--- src/rtl/cordic_rot_iter.sv ---
// Iterative rotation-mode CORDIC, one micro-rotation per clock.
// Define CORDIC_GAIN_COMP_EN to add a SCALE state that removes the CORDIC gain.

module arith_rsh #(
    parameter int DW  = 16,
    parameter int SHW = 4
) (
    input  logic signed [DW-1:0]  a,
    input  logic        [SHW-1:0] p,
    output logic signed [DW-1:0]  y
);
    assign y = a >>> p;
endmodule

module cordic_rot_iter #(
    parameter int DW   = 16,
    parameter int SHW  = 4,
    parameter int ITER = 16
) (
    input  logic          clk,
    input  logic          rst,
    input  logic          start,
    input  logic [DW-1:0] x_in,
    input  logic [DW-1:0] y_in,
    input  logic [DW-1:0] z_in,
    output logic          busy,
    output logic          done,
    output logic [DW-1:0] x_out,
    output logic [DW-1:0] y_out,
    output logic [DW-1:0] z_out
);

`ifdef CORDIC_GAIN_COMP_EN
    typedef enum logic [1:0] {IDLE, RUN, SCALE, DONE} state_t;
`else
    typedef enum logic [1:0] {IDLE, RUN, DONE} state_t;
`endif

    localparam int ROWS = 2 ** SHW;

    // Elaboration-time only: angles in radians, quantised to Q2.(DW-3)
    function automatic logic [DW-1:0] atan_q(input int k);
        real v;
        case (k)
            0:       v = 0.7853981633974483;
            1:       v = 0.4636476090008061;
            2:       v = 0.24497866312686414;
            3:       v = 0.12435499454676144;
            4:       v = 0.06241880999595735;
            5:       v = 0.031239833430268277;
            6:       v = 0.015623728620476831;
            7:       v = 0.007812341060101111;
            8:       v = 0.0039062301319669718;
            9:       v = 0.0019531225164788188;
            10:      v = 0.0009765621895593195;
            11:      v = 0.0004882812111948983;
            12:      v = 0.00024414062014936177;
            13:      v = 0.00012207031189367021;
            14:      v = 0.00006103515617420877;
            15:      v = 0.000030517578115526096;
            default: v = 2.0 ** (-k);
        endcase
        return DW'($rtoi(v * (2.0 ** (DW - 3)) + 0.5));
    endfunction

    state_t state, state_n;
    logic [SHW-1:0] i, i_n;
    logic signed [DW-1:0] x, y, z;
    logic signed [DW-1:0] x_n, y_n, z_n;
    logic signed [DW-1:0] xs, ys;
    logic [DW-1:0] xo_n, yo_n, zo_n;
    logic done_n;
    logic [DW-1:0] atan_rom [ROWS];

    genvar g;
    generate
        for (g = 0; g < ROWS; g++) begin : g_rom
            if (g < ITER) begin : g_val
                assign atan_rom[g] = atan_q(g);
            end else begin : g_zero
                assign atan_rom[g] = '0;
            end
        end
    endgenerate

    arith_rsh #(.DW(DW), .SHW(SHW)) u_rsh_x (
        .a (x),
        .p (i),
        .y (xs)
    );

    arith_rsh #(.DW(DW), .SHW(SHW)) u_rsh_y (
        .a (y),
        .p (i),
        .y (ys)
    );

`ifdef CORDIC_GAIN_COMP_EN
    localparam logic signed [DW-1:0] KINV =
        DW'($rtoi(0.607253 * (2.0 ** (DW - 1)) + 0.5));
    logic signed [2*DW-1:0] px, py;
    assign px = x * KINV;
    assign py = y * KINV;
`endif

    assign busy = (state == RUN)
`ifdef CORDIC_GAIN_COMP_EN
                | (state == SCALE)
`endif
                ;

    always_comb begin
        state_n = state;
        i_n     = i;
        x_n     = x;
        y_n     = y;
        z_n     = z;
        xo_n    = x_out;
        yo_n    = y_out;
        zo_n    = z_out;
        done_n  = 1'b0;
        unique case (state)
            IDLE: begin
                if (start) begin
                    x_n     = x_in;
                    y_n     = y_in;
                    z_n     = z_in;
                    i_n     = '0;
                    state_n = RUN;
                end
            end
            RUN: begin
                // Sign of the residual angle picks the rotation direction
                if (!z[DW-1]) begin
                    x_n = x - ys;
                    y_n = y + xs;
                    z_n = z - atan_rom[i];
                end else begin
                    x_n = x + ys;
                    y_n = y - xs;
                    z_n = z + atan_rom[i];
                end
                i_n = i + SHW'(1);
                if (i == SHW'(ITER - 1)) begin
`ifdef CORDIC_GAIN_COMP_EN
                    state_n = SCALE;
`else
                    state_n = DONE;
`endif
                end
            end
`ifdef CORDIC_GAIN_COMP_EN
            SCALE: begin
                x_n     = DW'(px >>> (DW - 1));
                y_n     = DW'(py >>> (DW - 1));
                state_n = DONE;
            end
`endif
            DONE: begin
                xo_n    = x;
                yo_n    = y;
                zo_n    = z;
                done_n  = 1'b1;
                state_n = IDLE;
            end
            default: state_n = IDLE;
        endcase
    end

    always_ff @(posedge clk or posedge rst) begin
        if (rst) begin
            state <= IDLE;
            i     <= '0;
            x     <= '0;
            y     <= '0;
            z     <= '0;
            x_out <= '0;
            y_out <= '0;
            z_out <= '0;
            done  <= 1'b0;
        end else begin
            state <= state_n;
            i     <= i_n;
            x     <= x_n;
            y     <= y_n;
            z     <= z_n;
            x_out <= xo_n;
            y_out <= yo_n;
            z_out <= zo_n;
            done  <= done_n;
        end
    end

endmodule

--- config.mk ---
export PLATFORM = sky130hd
export DESIGN_NAME = cordic_rot_iter
export DESIGN_NICKNAME = d
export VERILOG_FILES = /design/src/rtl/cordic_rot_iter.sv
export SDC_FILE = /design/constraint.sdc
export NUM_CORES = 1
export LEC_CHECK = 0
export ABC_AREA = 1
export CAP_MARGIN = 25
export CORE_MARGIN = 1
export CORE_UTILIZATION = 63
export CTS_BUF_LIST = sky130_fd_sc_hd__clkbuf_16
export DETAILED_ROUTE_END_ITERATION = 10
export PLACE_DENSITY = 0.95
export SYNTH_ARGS = -nofsm -noshare
export SYNTH_HDL_FRONTEND = slang
export SYNTH_SLANG_ARGS = --single-unit
--- constraint.sdc ---
create_clock -name clk -period 10.8 [get_ports clk]
set_clock_uncertainty 0.05 [all_clocks]
set_input_delay 2.16 -clock clk [delete_from_list [all_inputs] [get_ports clk]]
set_output_delay 2.16 -clock clk [all_outputs]
set_load 0.01 [all_outputs]
# After elaboration in Yosys (flattened, before gate mapping)
# Memories as Yosys holds them, arrays and structs flattened.
# Index checks and enable logic that the tools add are counted.
# word_totals
ff_bits	103
mem_bits_ro	256
elab_cells	47
mem_count	1
# memory_table
name	words	width	rd	rd_clocked_by_memory_dff	wr	line	rtl
(name not given)	16	16	1	0	0	141	z_n = z + atan_rom[i];
# op_classes
bitwise	1
add_sub_neg	7
n_mux	17
order_cmp	1
eq_ne	5
n_reduce_logical	4
shift	2
# op_table
op	n
16-bit two-way mux	8
16-bit one-hot mux with 2 select lines	3
16-bit adder	3
16-bit subtractor	3
16-bit by 4-bit >>> shifter with 16-bit output	2
4-bit one-hot mux with 2 select lines	1
5-bit greater-or-equal comparator (second input constant)	1
4-bit inverter with 5-bit output	1
4-bit by 1-bit adder with 4-bit output (second input constant)	1
4-bit == test (second input constant)	1
2-bit two-way mux	2
4-bit two-way mux	1
2-bit one-hot mux with 2 select lines	1
2-bit AND reduction	2
2-bit by 1-bit == test with 1-bit output (second input constant)	1
2-bit == test (second input constant)	1
2-bit zero test	1
2-bit by 1-bit != test with 1-bit output (second input constant)	1
2-bit != test (second input constant)	1
2-bit nonzero test	1
1-bit two-way mux	1

# Longest topological paths before layout
# Gate-level depths: netlist of the first run.
# logic_depth
ltp_word	7
depth_mapped	31
mapped_depth_nobuf	28

# By module
# A second synthesis of the first run with hierarchy kept.
# unflattened
hier_cells	1464
area_unflattened_um2	9360.2
# by_module_without_submodules
mod	area_each_um2	n_inst	cells_each	seq_area_each_um2
cordic_rot_iter	7866.3	1	1140	2577.5
arith_rsh	747.0	2	162	0.0

# Least setup slack after synthesis of the first run
# Ideal clock, no wire load.
# synth_path
path_kind	reg-to-reg
from	register i[0]
to	register z[10]
path_slack_ps	7118
period_less_slack_ps	3682
path_buffers	3
t_arrival_ps	3508
required_ps	10626
stages_incl_launch_ff	26
path_cell_list	dfrtp_1 buf_4 inv_2 buf_6 buf_8 ha_1 nand2_1 nor2_1 inv_1 nand3_1 inv_2 ha_1 nand2_1 o21ai_0 fa_1 nand3_1 nand2_1 nand2_1 o21ai_1 a21boi_0 nor2_1 a21boi_0 or2_0 nand3_1 o211ai_1 nand2_1
# synth_via
elab_chain_cells	7
elab_cells_between_ends	8
# synth_rtl
element	line	rtl
start: declaration	67	logic [SHW-1:0] i, i_n;
start signal: assignment	183	i <= i_n;
4-bit inverter with 5-bit output (not written as such) *	137, 141	
memory 16 x 16 bit *	n/a	
16-bit two-way mux (not written as such) * (2 in series)	141	
16-bit subtractor or 16-bit adder (tied branches)	137, 141	
16-bit two-way mux *	134	if (!z[DW-1]) begin
16-bit one-hot mux with 2 select lines *	122	unique case (state)
end signal: assignment	186	z <= z_n;
end: declaration	68	logic signed [DW-1:0] x, y, z;
# Mark *: on every way between the ends. The rest lies on a longest branch, timed or not. The select of a mux whose other input is x is not followed.
# A chain may end at the register's enable or synchronous reset.

# Final worst setup path of the first run
# layout_path
from	register i[1]
to	register z[13]
# The elaborated chain is that of the path after synthesis.

==> impl_metrics.xml, run 1 <==
<?xml version="1.0" encoding="UTF-8"?>
<metrics>
  <group name="clocking">
    <metric name="cts_buffers" unit="">9</metric>
    <metric name="post-cts-setup-buffers" unit="">0</metric>
    <metric name="worst_setup_hold_path_clk_slew" unit="ps">80</metric>
    <metric name="cts_max_level" unit="">3</metric>
    <metric name="worstSkewPairLatency" unit="ps">360</metric>
    <metric name="cts-resized-gates" unit="">0</metric>
    <metric name="cts.sink_count" unit="">103</metric>
    <metric name="clockRootBuffer" unit="">sky130_fd_sc_hd__clkbuf_16</metric>
    <metric name="holdBufCountCts" unit="">0</metric>
    <metric name="cts_buffer_depth" unit="">2</metric>
    <metric name="cts_tree" unit="">built</metric>
  </group>
  <group name="global_routing">
    <metric name="track_usage" unit="%">36.3</metric>
    <metric name="globalRouteOverflowTotal" unit="">0</metric>
    <metric name="grt_start_max_net_pins" unit="">59</metric>
    <metric name="antenna_found_initial" unit="">0</metric>
    <metric name="grt_first_pass_wirelength" unit="um">42600</metric>
    <metric name="first_global_vias" unit="">8882</metric>
  </group>
  <group name="logic_synthesis">
    <metric name="synth-edff-count" unit="">0</metric>
    <metric name="ys_ff_latch" unit="">103</metric>
    <metric name="postSynth.asyncResetShare" unit="%">100</metric>
    <metric name="synthesis.instances" unit="">1349</metric>
    <metric name="synth_warnings" unit="">0</metric>
    <metric name="yosysSeqAreaShare" unit="%">28.5</metric>
    <metric name="syn_avg_cell_area" unit="sq um">6.70</metric>
    <metric name="synth_top_area_share" unit="%">28.5</metric>
    <metric name="top_area_cells_in_the_synthesized_netlist" unit="">sky130_fd_sc_hd__dfrtp_1, sky130_fd_sc_hd__nand2_1, sky130_fd_sc_hd__ha_1</metric>
    <metric name="synth-main-ff-cell" unit="">sky130_fd_sc_hd__dfrtp_1</metric>
    <metric name="synth.net_count" unit="">1466</metric>
    <metric name="mappedNetlistArea" unit="sq um">9030</metric>
    <metric name="synthDominantAreaCellType" unit="">sky130_fd_sc_hd__dfrtp_1</metric>
    <metric name="number_of_different_library_cells_in_the_post_synthesis_netlist" unit="">46</metric>
  </group>
  <group name="cells_and_area">
    <metric name="most_frequent_cells_in_the_layout" unit="">sky130_fd_sc_hd__nand2_1, sky130_fd_sc_hd__inv_1, sky130_fd_sc_hd__nand3_1, sky130_fd_sc_hd__o21ai_0, sky130_fd_sc_hd__dfrtp_1</metric>
    <metric name="n_antenna_cell" unit="">0</metric>
    <metric name="finish.net_count" unit="">1527</metric>
    <metric name="drive_gt1_share" unit="%">6.15</metric>
    <metric name="fillerInstances" unit="">1091</metric>
    <metric name="syn2layout_area_growth" unit="%">14.5</metric>
    <metric name="most_common_cell_after_layout_fill_and_taps_aside" unit="">sky130_fd_sc_hd__nand2_1</metric>
  </group>
  <group name="setup_path">
    <metric name="crit_fanout" unit="">28</metric>
    <metric name="r2r_setup_slack" unit="ps">5790</metric>
    <metric name="combined_buffer_and_inverter_count_along_the_critical_path" unit="">4</metric>
    <metric name="crit_slowest_cell" unit="">sky130_fd_sc_hd__dfrtp_1</metric>
    <metric name="crit_family" unit="">simple AND/OR/NAND/NOR gates</metric>
    <metric name="critical_path.cell_chain" unit="">inv_2 -&gt; ha_1 -&gt; nand2_1 -&gt; nor2_1 -&gt; inv_1 -&gt; nand3_1 -&gt; inv_2 -&gt; ha_1 -&gt; nand2_1 -&gt; nor2_1 -&gt; nand4_1 -&gt; nand2_1 -&gt; xor2_1 -&gt; ha_1 -&gt; a21oi_1 -&gt; o21ai_0 -&gt; inv_1 -&gt; nand3_1 -&gt; a21oi_1 -&gt; nor2_1 -&gt; nor2_1 -&gt; xor2_1 -&gt; o221ai_1</metric>
    <metric name="worst_ep_required_time" unit="ps">10970</metric>
    <metric name="setup.worst_path.class" unit="">reg2reg</metric>
    <metric name="critPathLaunchType" unit="">flip-flop</metric>
    <metric name="crit_top_cell" unit="">sky130_fd_sc_hd__nor2_1</metric>
    <metric name="end_kind" unit="">flip-flop</metric>
    <metric name="worst_ep_arrival_time" unit="ps">5180</metric>
    <metric name="cp_slowest_stage_delay" unit="ps">1030</metric>
  </group>
  <group name="status">
    <metric name="outcome" unit="">finished clean</metric>
  </group>
  <group name="route">
    <metric name="drt-wirelength-per-cell" unit="um">16.0</metric>
    <metric name="dr_pass1_iterations" unit="">6</metric>
    <metric name="drt_drc_violations_left" unit="">0</metric>
    <metric name="routed_wl" unit="um">25500</metric>
    <metric name="mean_number_of_vias_per_cell" unit="">5.88</metric>
    <metric name="drtIter0Drc" unit="">999</metric>
    <metric name="vias" unit="">9384</metric>
    <metric name="detail-route-antenna-nets" unit="">0</metric>
  </group>
  <group name="sta">
    <metric name="unrepaired_setup_endpoints_after_global_routing" unit="">false</metric>
    <metric name="timing.max_slew.rel_slack" unit="%">30.9</metric>
    <metric name="finalCritPeriodShare" unit="%">46.4</metric>
    <metric name="setup_violations" unit="">0</metric>
    <metric name="achievable-frequency" unit="GHz">0.199</metric>
    <metric name="max_slew.worst_pin.slew" unit="ps">1040</metric>
    <metric name="drv_slew" unit="">0</metric>
    <metric name="fin_crit" unit="ps">5010</metric>
    <metric name="fin_setup_tns" unit="ps">0</metric>
    <metric name="report.final.hold_viol_count" unit="">0</metric>
  </group>
  <group name="die">
    <metric name="fp-row-count" unit="">43</metric>
    <metric name="start_util" unit="%">64.8</metric>
    <metric name="total_i_o_pin_count" unit="">101</metric>
    <metric name="die_height" unit="um">122</metric>
    <metric name="coreArea" unit="sq um">13900</metric>
    <metric name="fp.dieW" unit="um">122</metric>
    <metric name="floorplan.die_area" unit="sq um">14800</metric>
  </group>
  <group name="place">
    <metric name="port-buffer-count" unit="">100</metric>
    <metric name="gp_congestion" unit="">0.983</metric>
    <metric name="dpl.hpwl" unit="um">18800</metric>
  </group>
  <group name="job">
    <metric name="maxCapViolCount" unit="">0</metric>
  </group>
  <group name="worst_hold_path">
    <metric name="holdCritPathClass" unit="">reg2reg</metric>
  </group>
</metrics>
[cell usage after synthesis (3+ instances only)]
| library cell | n |
|---|---|
| sky130_fd_sc_hd__nand2_1 | 376 |
| sky130_fd_sc_hd__inv_1 | 139 |
| sky130_fd_sc_hd__buf_4 | 5 |
| sky130_fd_sc_hd__o22ai_1 | 12 |
| sky130_fd_sc_hd__a21o_1 | 3 |
| sky130_fd_sc_hd__o21bai_1 | 3 |
| sky130_fd_sc_hd__fa_1 | 3 |
| sky130_fd_sc_hd__nor3_1 | 4 |
| sky130_fd_sc_hd__o221ai_1 | 8 |
| sky130_fd_sc_hd__a31oi_1 | 6 |
| sky130_fd_sc_hd__nor2_1 | 97 |
| sky130_fd_sc_hd__nor2_2 | 11 |
| sky130_fd_sc_hd__o21ai_0 | 116 |
| sky130_fd_sc_hd__xor2_1 | 34 |
| sky130_fd_sc_hd__xnor2_1 | 19 |
| sky130_fd_sc_hd__nand2_2 | 11 |
| sky130_fd_sc_hd__ha_1 | 63 |
| sky130_fd_sc_hd__nand4_1 | 7 |
| sky130_fd_sc_hd__o21ai_1 | 8 |
| sky130_fd_sc_hd__nand3_2 | 11 |
| sky130_fd_sc_hd__a21boi_0 | 3 |
| sky130_fd_sc_hd__clkbuf_1 | 34 |
| sky130_fd_sc_hd__nand3_1 | 131 |
| sky130_fd_sc_hd__inv_2 | 9 |
| sky130_fd_sc_hd__or2_2 | 6 |
| sky130_fd_sc_hd__buf_2 | 16 |
| sky130_fd_sc_hd__buf_1 | 3 |
| sky130_fd_sc_hd__o211ai_1 | 21 |
| sky130_fd_sc_hd__a21oi_1 | 67 |
| sky130_fd_sc_hd__dfrtp_1 | 103 |
[metrics by stage]
stage | area, sq um | setup slack, ps | instances | hold slack [ps] | utilization [%]
6_report | 10300 | 5790 | 1595 | 436 | 74.2
3_5_place_dp | 10100 | 5920 | 1579 | 408 | 72.2
3_3_place_gp | 10100 | 6150 | 1579 | 407 | 72.2
4_1_cts | 10300 | 5870 | 1595 | 438 | 74.2
2_1_floorplan | 9030 | 5890 | 1349 | 420 | -
5_1_grt | 10300 | 5350 | 1595 | 468 | 74.2
[worst paths after layout]
path / to / start / cells past startpoint
worst max-delay path: z[13] / i[1] / 23
worst min-delay path: x_out[10] / x_out[10] / 2
worst max register to register: z[13] / i[1] / 23
worst min register to register: x_out[10] / x_out[10] / 2
max in group asynchronous: i[3] / rst / 3
min in group asynchronous: z_out[3] / rst / 2
[per-layer routing]
layer / GRT usage, % / wire length [um] / part of all wire [%] / vias to the layer above
li1: - / - / - / 4543
met1: 48.2 / 10800 / 42 / 4301
met2: 59.5 / 12000 / 47 / 471
met3: 5.62 / 1990 / 7.8 / 69
met4: 13.8 / 769 / 3.0 / 0
met5: 0 / 0 / 0 / -
[worst register-to-register path, stage by stage, from the launching register on]
cell                       delay (ps)
sky130_fd_sc_hd__dfrtp_1         1030
sky130_fd_sc_hd__inv_2            500
sky130_fd_sc_hd__ha_1             400
sky130_fd_sc_hd__nand2_1           80
sky130_fd_sc_hd__nor2_1            60
sky130_fd_sc_hd__inv_1            110
sky130_fd_sc_hd__nand3_1          140
sky130_fd_sc_hd__inv_2             90
sky130_fd_sc_hd__ha_1             180
sky130_fd_sc_hd__nand2_1           80
sky130_fd_sc_hd__nor2_1           130
sky130_fd_sc_hd__nand4_1          130
sky130_fd_sc_hd__nand2_1          120
sky130_fd_sc_hd__xor2_1           200
sky130_fd_sc_hd__ha_1             300
sky130_fd_sc_hd__a21oi_1          210
sky130_fd_sc_hd__o21ai_0          110
sky130_fd_sc_hd__inv_1             60
sky130_fd_sc_hd__nand3_1          140
sky130_fd_sc_hd__a21oi_1          230
sky130_fd_sc_hd__nor2_1            60
sky130_fd_sc_hd__nor2_1           140
sky130_fd_sc_hd__xor2_1           200
sky130_fd_sc_hd__o221ai_1         130
[state kept, by name, summed over array words and instances (netlist names)]
register / flops
y: 16
done: 1
x_out: 16
state: 2
i: 4
y_out: 16
x: 16
z: 16
z_out: 16
[logic make-up (layout without fill, tap and decap cells)]
logic type      Yosys count  after routing  share of synthesized area [%]
xor+xnor                 53             53                           5.14
simple gates            662            662                           31.7
compound gates          255            255                           15.9
fa+ha+maj                66             66                           9.39
buf+inv                 210            276                           9.36
flops                   103            103                           28.5
[layout make-up]
class	count	area [sq um]	share of cell area, %
clock buffer	9	225	2.18
clock inverter	7	55.1	0.532
inverter	150	566	5.47
multi-input combinational	1036	5620	54.3
sequential	103	2580	24.9
tap	180	225	2.18
timing repair buffer	110	1080	10.4
Power of run 1 is not shown: default switching activity piles up to over one toggle a cycle in this logic, so the estimate is an artifact.
==> run 2: changes to the inputs <==
--- a/config.mk
+++ b/config.mk
@@ -8,10 +8,10 @@
 export ABC_AREA = 1
 export CAP_MARGIN = 25
 export CORE_MARGIN = 1
-export CORE_UTILIZATION = 63
+export CORE_UTILIZATION = 53
 export CTS_BUF_LIST = sky130_fd_sc_hd__clkbuf_16
 export DETAILED_ROUTE_END_ITERATION = 10
-export PLACE_DENSITY = 0.95
+export PLACE_DENSITY = 0.91
 export SYNTH_ARGS = -nofsm -noshare
 export SYNTH_HDL_FRONTEND = slang
 export SYNTH_SLANG_ARGS = --single-unit
==> constraint.sdc (replaced) <==
create_clock -name clk -period 4.33 [get_ports clk]
set_clock_uncertainty 0.05 [all_clocks]
set_input_delay 0.866 -clock clk [delete_from_list [all_inputs] [get_ports clk]]
set_output_delay 0.866 -clock clk [all_outputs]
set_load 0.01 [all_outputs]
==> impl_metrics.xml, run 2 (synthesis results as in run 1) <==
<?xml version="1.0" encoding="UTF-8"?>
<metrics>
  <group name="route">
    <metric name="drtIter0Drc" unit="">602</metric>
    <metric name="dr_pass1_iterations" unit="">8</metric>
    <metric name="mean_number_of_vias_per_cell" unit="">5.63</metric>
    <metric name="routed_wl" unit="um">26100</metric>
    <metric name="drt-wirelength-per-cell" unit="um">15.8</metric>
    <metric name="drt_drc_violations_left" unit="">0</metric>
    <metric name="detail-route-antenna-nets" unit="">0</metric>
    <metric name="vias" unit="">9285</metric>
  </group>
  <group name="die">
    <metric name="fp.dieW" unit="um">133</metric>
    <metric name="coreArea" unit="sq um">16600</metric>
    <metric name="fp-row-count" unit="">47</metric>
    <metric name="start_util" unit="%">54.5</metric>
    <metric name="total_i_o_pin_count" unit="">101</metric>
    <metric name="die_height" unit="um">133</metric>
    <metric name="floorplan.die_area" unit="sq um">17600</metric>
  </group>
  <group name="place">
    <metric name="gp_congestion" unit="">0.965</metric>
    <metric name="place_ws" unit="ps">373</metric>
    <metric name="dpl.hpwl" unit="um">19800</metric>
    <metric name="port-buffer-count" unit="">100</metric>
  </group>
  <group name="clocking">
    <metric name="worstSkewPairLatency" unit="ps">370</metric>
    <metric name="worst_setup_hold_path_clk_slew" unit="ps">80</metric>
    <metric name="cts_buffers" unit="">9</metric>
    <metric name="cts.sink_count" unit="">103</metric>
    <metric name="cts_tree" unit="">built</metric>
    <metric name="clockRootBuffer" unit="">sky130_fd_sc_hd__clkbuf_16</metric>
    <metric name="cts_max_level" unit="">3</metric>
    <metric name="cts_buffer_depth" unit="">2</metric>
  </group>
  <group name="sta">
    <metric name="max_slew.worst_pin.slew" unit="ps">678</metric>
    <metric name="achievable-frequency" unit="GHz">0.251</metric>
    <metric name="fin_crit" unit="ps">3980</metric>
    <metric name="drv_slew" unit="">0</metric>
    <metric name="unrepaired_setup_endpoints_after_global_routing" unit="">false</metric>
    <metric name="setup_ws" unit="ps">353</metric>
    <metric name="finalCritPeriodShare" unit="%">91.9</metric>
    <metric name="fin_setup_tns" unit="ps">0</metric>
    <metric name="timing.max_slew.rel_slack" unit="%">54.7</metric>
    <metric name="report.final.hold_viol_count" unit="">0</metric>
    <metric name="setup_violations" unit="">0</metric>
  </group>
  <group name="job">
    <metric name="maxCapViolCount" unit="">0</metric>
  </group>
  <group name="status">
    <metric name="outcome" unit="">finished clean</metric>
  </group>
  <group name="cells_and_area">
    <metric name="most_common_cell_after_layout_fill_and_taps_aside" unit="">sky130_fd_sc_hd__nand2_1</metric>
    <metric name="drive_gt1_share" unit="%">7.41</metric>
    <metric name="finish.net_count" unit="">1543</metric>
    <metric name="syn2layout_area_growth" unit="%">16.7</metric>
    <metric name="most_frequent_cells_in_the_layout" unit="">sky130_fd_sc_hd__nand2_1, sky130_fd_sc_hd__inv_1, sky130_fd_sc_hd__nand3_1, sky130_fd_sc_hd__o21ai_0, sky130_fd_sc_hd__dfrtp_1</metric>
    <metric name="n_antenna_cell" unit="">0</metric>
  </group>
  <group name="setup_path">
    <metric name="crit-reg2reg-launch" unit="">i[1]</metric>
    <metric name="cell_depth_of_the_worst_flop_to_flop_path" unit="">26</metric>
    <metric name="crit_fanout" unit="">15</metric>
    <metric name="end_kind" unit="">flip-flop</metric>
    <metric name="worst_ep_arrival_time" unit="ps">4170</metric>
    <metric name="r2r_setup_slack" unit="ps">350</metric>
    <metric name="setup.worst_path.class" unit="">reg2reg</metric>
    <metric name="worst_ep_required_time" unit="ps">4520</metric>
    <metric name="r2r-end" unit="">y[13]</metric>
    <metric name="critPathLaunchType" unit="">flip-flop</metric>
  </group>
  <group name="global_routing">
    <metric name="grt_first_pass_wirelength" unit="um">43300</metric>
    <metric name="grt_start_max_net_pins" unit="">60</metric>
    <metric name="track_usage" unit="%">30.8</metric>
    <metric name="antenna_found_initial" unit="">0</metric>
    <metric name="first_global_vias" unit="">8722</metric>
    <metric name="globalRouteOverflowTotal" unit="">0</metric>
  </group>
  <group name="worst_hold_path">
    <metric name="holdCritPathClass" unit="">reg2reg</metric>
    <metric name="min_delay_worst_endpoint" unit="">z_out[5]</metric>
    <metric name="worstHoldStart" unit="">z_out[5]</metric>
    <metric name="min_delay_path_depth" unit="">2</metric>
  </group>
</metrics>
-- run 2: routing by layer --
layer	part of all wire [%]	up-vias	global-route usage (%)
li1	-	4567	-
met1	46	4312	42.4
met2	46	359	49.5
met3	6.6	47	4.71
met4	2.1	0	10.2
met5	0	-	0
-- run 2: what timing repair did --
item / in CTS / in global routing
setup buffers: 0 / 0
endpoints found under the setup margin: 0 / 6
hold buffers: 0 / 0
gates resized for setup: 0 / 5
-- run 2: worst max path at each step --
stage,start,to,slack (ps),cells past startpoint
6_report,i[1],y[13],350,26
5_1_grt,i[0],x[15],10,28
4_1_cts,i[1],y[13],290,23
3_5_place_dp,i[1],y[13],370,25
3_3_place_gp,i[1],y[13],440,26
2_1_floorplan,i[0],z[10],650,25
-- run 2: layout make-up --
class / count / area [sq um]
timing repair buffer: 126 / 1220
clock inverter: 6 / 50.0
tap: 220 / 275
fill: 1492 / 6040
multi-input combinational: 1036 / 5630
inverter: 150 / 566
clock buffer: 9 / 225
sequential: 103 / 2580
-- run 2: stage by stage --
step / cell area (sq um) / hold WS [ps] / utilization, % / cells
finish: 10500 / 432 / 63.6 / 1650
global route: 10500 / 465 / 63.6 / 1650
CTS: 10500 / 432 / 63.5 / 1650
detailed placement: 10300 / 414 / 61.9 / 1635
global placement: 10300 / 404 / 61.9 / 1635
floorplan: 9030 / 420 / - / 1349
-- run 2: critical path: stages, from the launching register on --
cell	delay [ps]
sky130_fd_sc_hd__dfrtp_1	390
sky130_fd_sc_hd__inv_2	250
sky130_fd_sc_hd__buf_4	220
sky130_fd_sc_hd__nor2_4	70
sky130_fd_sc_hd__nand3_1	90
sky130_fd_sc_hd__nand2_1	50
sky130_fd_sc_hd__nor2_1	100
sky130_fd_sc_hd__nand2_1	60
sky130_fd_sc_hd__nand2_1	150
sky130_fd_sc_hd__ha_1	220
sky130_fd_sc_hd__inv_1	50
sky130_fd_sc_hd__nor2_1	130
sky130_fd_sc_hd__nand4_1	150
sky130_fd_sc_hd__nor2_2	140
sky130_fd_sc_hd__nor2_1	80
sky130_fd_sc_hd__xor2_1	160
sky130_fd_sc_hd__ha_1	360
sky130_fd_sc_hd__nand2_1	70
sky130_fd_sc_hd__nor2_1	120
sky130_fd_sc_hd__inv_1	50
sky130_fd_sc_hd__or2_2	290
sky130_fd_sc_hd__nand4_1	140
sky130_fd_sc_hd__a31o_2	180
sky130_fd_sc_hd__or2_2	100
sky130_fd_sc_hd__nand3_1	50
sky130_fd_sc_hd__nand2_1	60
sky130_fd_sc_hd__o21ai_0	70
Power of run 2 is left out for the same reason.
==> run 3: changes to the inputs <==
--- a/config.mk
+++ b/config.mk
@@ -11,7 +11,7 @@
 export CORE_UTILIZATION = 53
 export CTS_BUF_LIST = sky130_fd_sc_hd__clkbuf_16
 export DETAILED_ROUTE_END_ITERATION = 10
-export PLACE_DENSITY = 0.91
+export PLACE_DENSITY = 0.88
 export SYNTH_ARGS = -nofsm -noshare
 export SYNTH_HDL_FRONTEND = slang
 export SYNTH_SLANG_ARGS = --single-unit
==> constraint.sdc (replaced) <==
create_clock -name clk -period 3.8 [get_ports clk]
set_clock_uncertainty 0.05 [all_clocks]
set_input_delay 0.76 -clock clk [delete_from_list [all_inputs] [get_ports clk]]
set_output_delay 0.76 -clock clk [all_outputs]
set_load 0.01 [all_outputs]
==> impl_metrics.xml, run 3 (synthesis results as in run 1) <==
<?xml version="1.0" encoding="UTF-8"?>
<metrics>
  <group name="status">
    <metric name="outcome" unit="">finished with violations</metric>
    <metric name="violations" unit="">design-rule violations, negative setup slack</metric>
  </group>
  <group name="cells_and_area">
    <metric name="fillerInstances" unit="">1270</metric>
    <metric name="sequential_cell_area" unit="sq um">2580</metric>
    <metric name="finish.net_count" unit="">1598</metric>
    <metric name="most_common_cell_after_layout_fill_and_taps_aside" unit="">sky130_fd_sc_hd__nand2_1</metric>
    <metric name="syn2layout_area_growth" unit="%">31.9</metric>
    <metric name="cell_area_after_layout" unit="sq um">11900</metric>
    <metric name="final_util" unit="%">71.8</metric>
    <metric name="drive_gt1_share" unit="%">19.7</metric>
    <metric name="post_layout_nonfiller_instances" unit="">1707</metric>
    <metric name="most_frequent_cells_in_the_layout" unit="">sky130_fd_sc_hd__nand2_1, sky130_fd_sc_hd__inv_1, sky130_fd_sc_hd__nand3_1, sky130_fd_sc_hd__dfrtp_1, sky130_fd_sc_hd__clkdlybuf4s50_1</metric>
    <metric name="multi_input_gate_area" unit="sq um">6400</metric>
  </group>
  <group name="clocking">
    <metric name="cts_buffers" unit="">9</metric>
    <metric name="worstSkewPairLatency" unit="ps">370</metric>
    <metric name="cts_buffer_depth" unit="">2</metric>
    <metric name="cts_tree" unit="">built</metric>
    <metric name="cts.sink_count" unit="">103</metric>
    <metric name="worst_setup_hold_path_clk_slew" unit="ps">80</metric>
    <metric name="holdBufCountCts" unit="">0</metric>
    <metric name="cts_max_level" unit="">3</metric>
    <metric name="clockRootBuffer" unit="">sky130_fd_sc_hd__clkbuf_16</metric>
  </group>
  <group name="die">
    <metric name="fp.dieW" unit="um">133</metric>
    <metric name="coreArea" unit="sq um">16600</metric>
    <metric name="floorplan.die_area" unit="sq um">17600</metric>
    <metric name="total_i_o_pin_count" unit="">101</metric>
    <metric name="die_height" unit="um">133</metric>
    <metric name="start_util" unit="%">54.5</metric>
    <metric name="fp-row-count" unit="">47</metric>
  </group>
  <group name="route">
    <metric name="dr_pass1_iterations" unit="">9</metric>
    <metric name="drtIter0Drc" unit="">942</metric>
    <metric name="drt-wirelength-per-cell" unit="um">18.1</metric>
    <metric name="detail-route-antenna-nets" unit="">0</metric>
    <metric name="vias" unit="">10103</metric>
    <metric name="drt_drc_violations_left" unit="">2</metric>
    <metric name="routed_wl" unit="um">30800</metric>
    <metric name="mean_number_of_vias_per_cell" unit="">5.92</metric>
  </group>
  <group name="place">
    <metric name="dpl.hpwl" unit="um">20300</metric>
    <metric name="place.detailed.instances" unit="">1660</metric>
    <metric name="port-buffer-count" unit="">100</metric>
    <metric name="placement_cell_area" unit="sq um">10500</metric>
    <metric name="gp_congestion" unit="">0.957</metric>
  </group>
  <group name="global_routing">
    <metric name="track_usage" unit="%">31.8</metric>
    <metric name="first_global_vias" unit="">9098</metric>
    <metric name="globalRouteOverflowTotal" unit="">0</metric>
    <metric name="grt_first_pass_wirelength" unit="um">45000</metric>
    <metric name="antenna_found_initial" unit="">1</metric>
    <metric name="grt_start_max_net_pins" unit="">57</metric>
  </group>
  <group name="sta">
    <metric name="unrepaired_setup_endpoints_after_global_routing" unit="">true</metric>
    <metric name="fin_crit" unit="ps">3890</metric>
    <metric name="report.final.hold_viol_count" unit="">0</metric>
    <metric name="setup_ws" unit="ps">-88.5</metric>
    <metric name="setup_violations" unit="">2</metric>
    <metric name="timing.max_slew.rel_slack" unit="%">43.7</metric>
    <metric name="finalCritPeriodShare" unit="%">102</metric>
    <metric name="achievable-frequency" unit="GHz">0.257</metric>
    <metric name="final.hold.worst_slack" unit="ps">438</metric>
    <metric name="max_slew.worst_pin.slew" unit="ps">844</metric>
    <metric name="drv_slew" unit="">0</metric>
  </group>
  <group name="setup_path">
    <metric name="crit_top_cell" unit="">sky130_fd_sc_hd__nand2_1</metric>
    <metric name="crit_fanout" unit="">21</metric>
    <metric name="critPathLaunchType" unit="">flip-flop</metric>
    <metric name="setup.worst_path.class" unit="">reg2reg</metric>
    <metric name="worst_ep_required_time" unit="ps">4000</metric>
    <metric name="end_kind" unit="">flip-flop</metric>
    <metric name="cp_slowest_stage_delay" unit="ps">490</metric>
    <metric name="crit_slowest_cell" unit="">sky130_fd_sc_hd__dfrtp_2</metric>
    <metric name="critical_path.cell_chain" unit="">buf_4 -&gt; buf_8 -&gt; nand2_1 -&gt; nand3_1 -&gt; nand3_1 -&gt; nand3_2 -&gt; nand2_4 -&gt; nand2_1 -&gt; nor2_4 -&gt; nand3_4 -&gt; o21ai_4 -&gt; xor2_1 -&gt; inv_1 -&gt; ha_1 -&gt; nand2_2 -&gt; nor2_2 -&gt; nand2_1 -&gt; nand4_1 -&gt; nand3_1 -&gt; nand2_1 -&gt; a21oi_1 -&gt; o21ai_1 -&gt; o211ai_1 -&gt; o21ai_1</metric>
    <metric name="worst_ep_arrival_time" unit="ps">4090</metric>
  </group>
  <group name="worst_hold_path">
    <metric name="holdCritPathClass" unit="">reg2reg</metric>
  </group>
  <group name="job">
    <metric name="maxCapViolCount" unit="">0</metric>
  </group>
</metrics>
run 3: cell count changes in the layout (fill, tap and decap cells not counted), moves of 13 or more:
cell | before | now
sky130_fd_sc_hd__a21oi_1 | 67 | 52
sky130_fd_sc_hd__buf_4 | 24 | 65
sky130_fd_sc_hd__ha_1 | 63 | 44
sky130_fd_sc_hd__ha_4 | 0 | 17
sky130_fd_sc_hd__nand2_1 | 376 | 343
sky130_fd_sc_hd__nand2_2 | 11 | 36
sky130_fd_sc_hd__nand3_1 | 131 | 108
sky130_fd_sc_hd__nand3_2 | 11 | 27
sky130_fd_sc_hd__nor2_1 | 94 | 81
sky130_fd_sc_hd__o21ai_0 | 115 | 92
sky130_fd_sc_hd__o21ai_1 | 9 | 24
run 3: per-layer routing:
metal | track usage [%] | vias to the layer above | wire [um]
met5 | 0 | - | 0
met4 | 9.83 | 0 | 1020
met3 | 4.48 | 104 | 2530
met2 | 51.5 | 591 | 14500
met1 | 43.9 | 4731 | 12800
li1 | - | 4677 | -
run 3: per-stage QoR:
step / setup WS [ps] / setup TNS [ps]
after global placement: 45.3 / 0
after detailed placement: -74.6 / -74.6
after floorplan: 118 / 0
final: -88.5 / -150
after CTS: 2.47 / 0
after global routing: -289 / -2050
run 3: path summary, 6_finish.rpt:
check,endpoint,slack (ps),cells past startpoint,start
setup / recovery,x[14],-90,24,i[0]
hold / removal,z_out[1],440,2,z_out[1]
setup reg to reg,x[14],-90,24,i[0]
hold reg to reg,z_out[1],440,2,z_out[1]
max in group asynchronous,y_out[9],2200,3,rst
min in group asynchronous,done,760,2,rst
run 3: critical path: cells and delay by family (launching register included):
family | cells | cell delay (ps)
compound gates | 5 | 570
xor+xnor | 1 | 180
buf+inv | 3 | 400
simple gates | 14 | 1690
fa+ha+maj | 1 | 370
flops | 1 | 490
run 3: final cells by class:
class,instances,area share (%)
flip-flops and latches,103,21.7
diodes,1,0.0210
clock buffers,9,1.89
clock inverters,7,0.662
well taps,220,2.31
repair buffers,181,14.9
multi-input cells,1036,53.7
inverters,150,4.81
run 3: repair_timing:
item | CTS | global route
cloned | 0 | 5
resized for setup | 7 | 200
pin swaps | 0 | 70
buffers inserted | 0 | 25
endpoints found under the setup margin | 6 | 22
Power of run 3 is left out for the same reason.
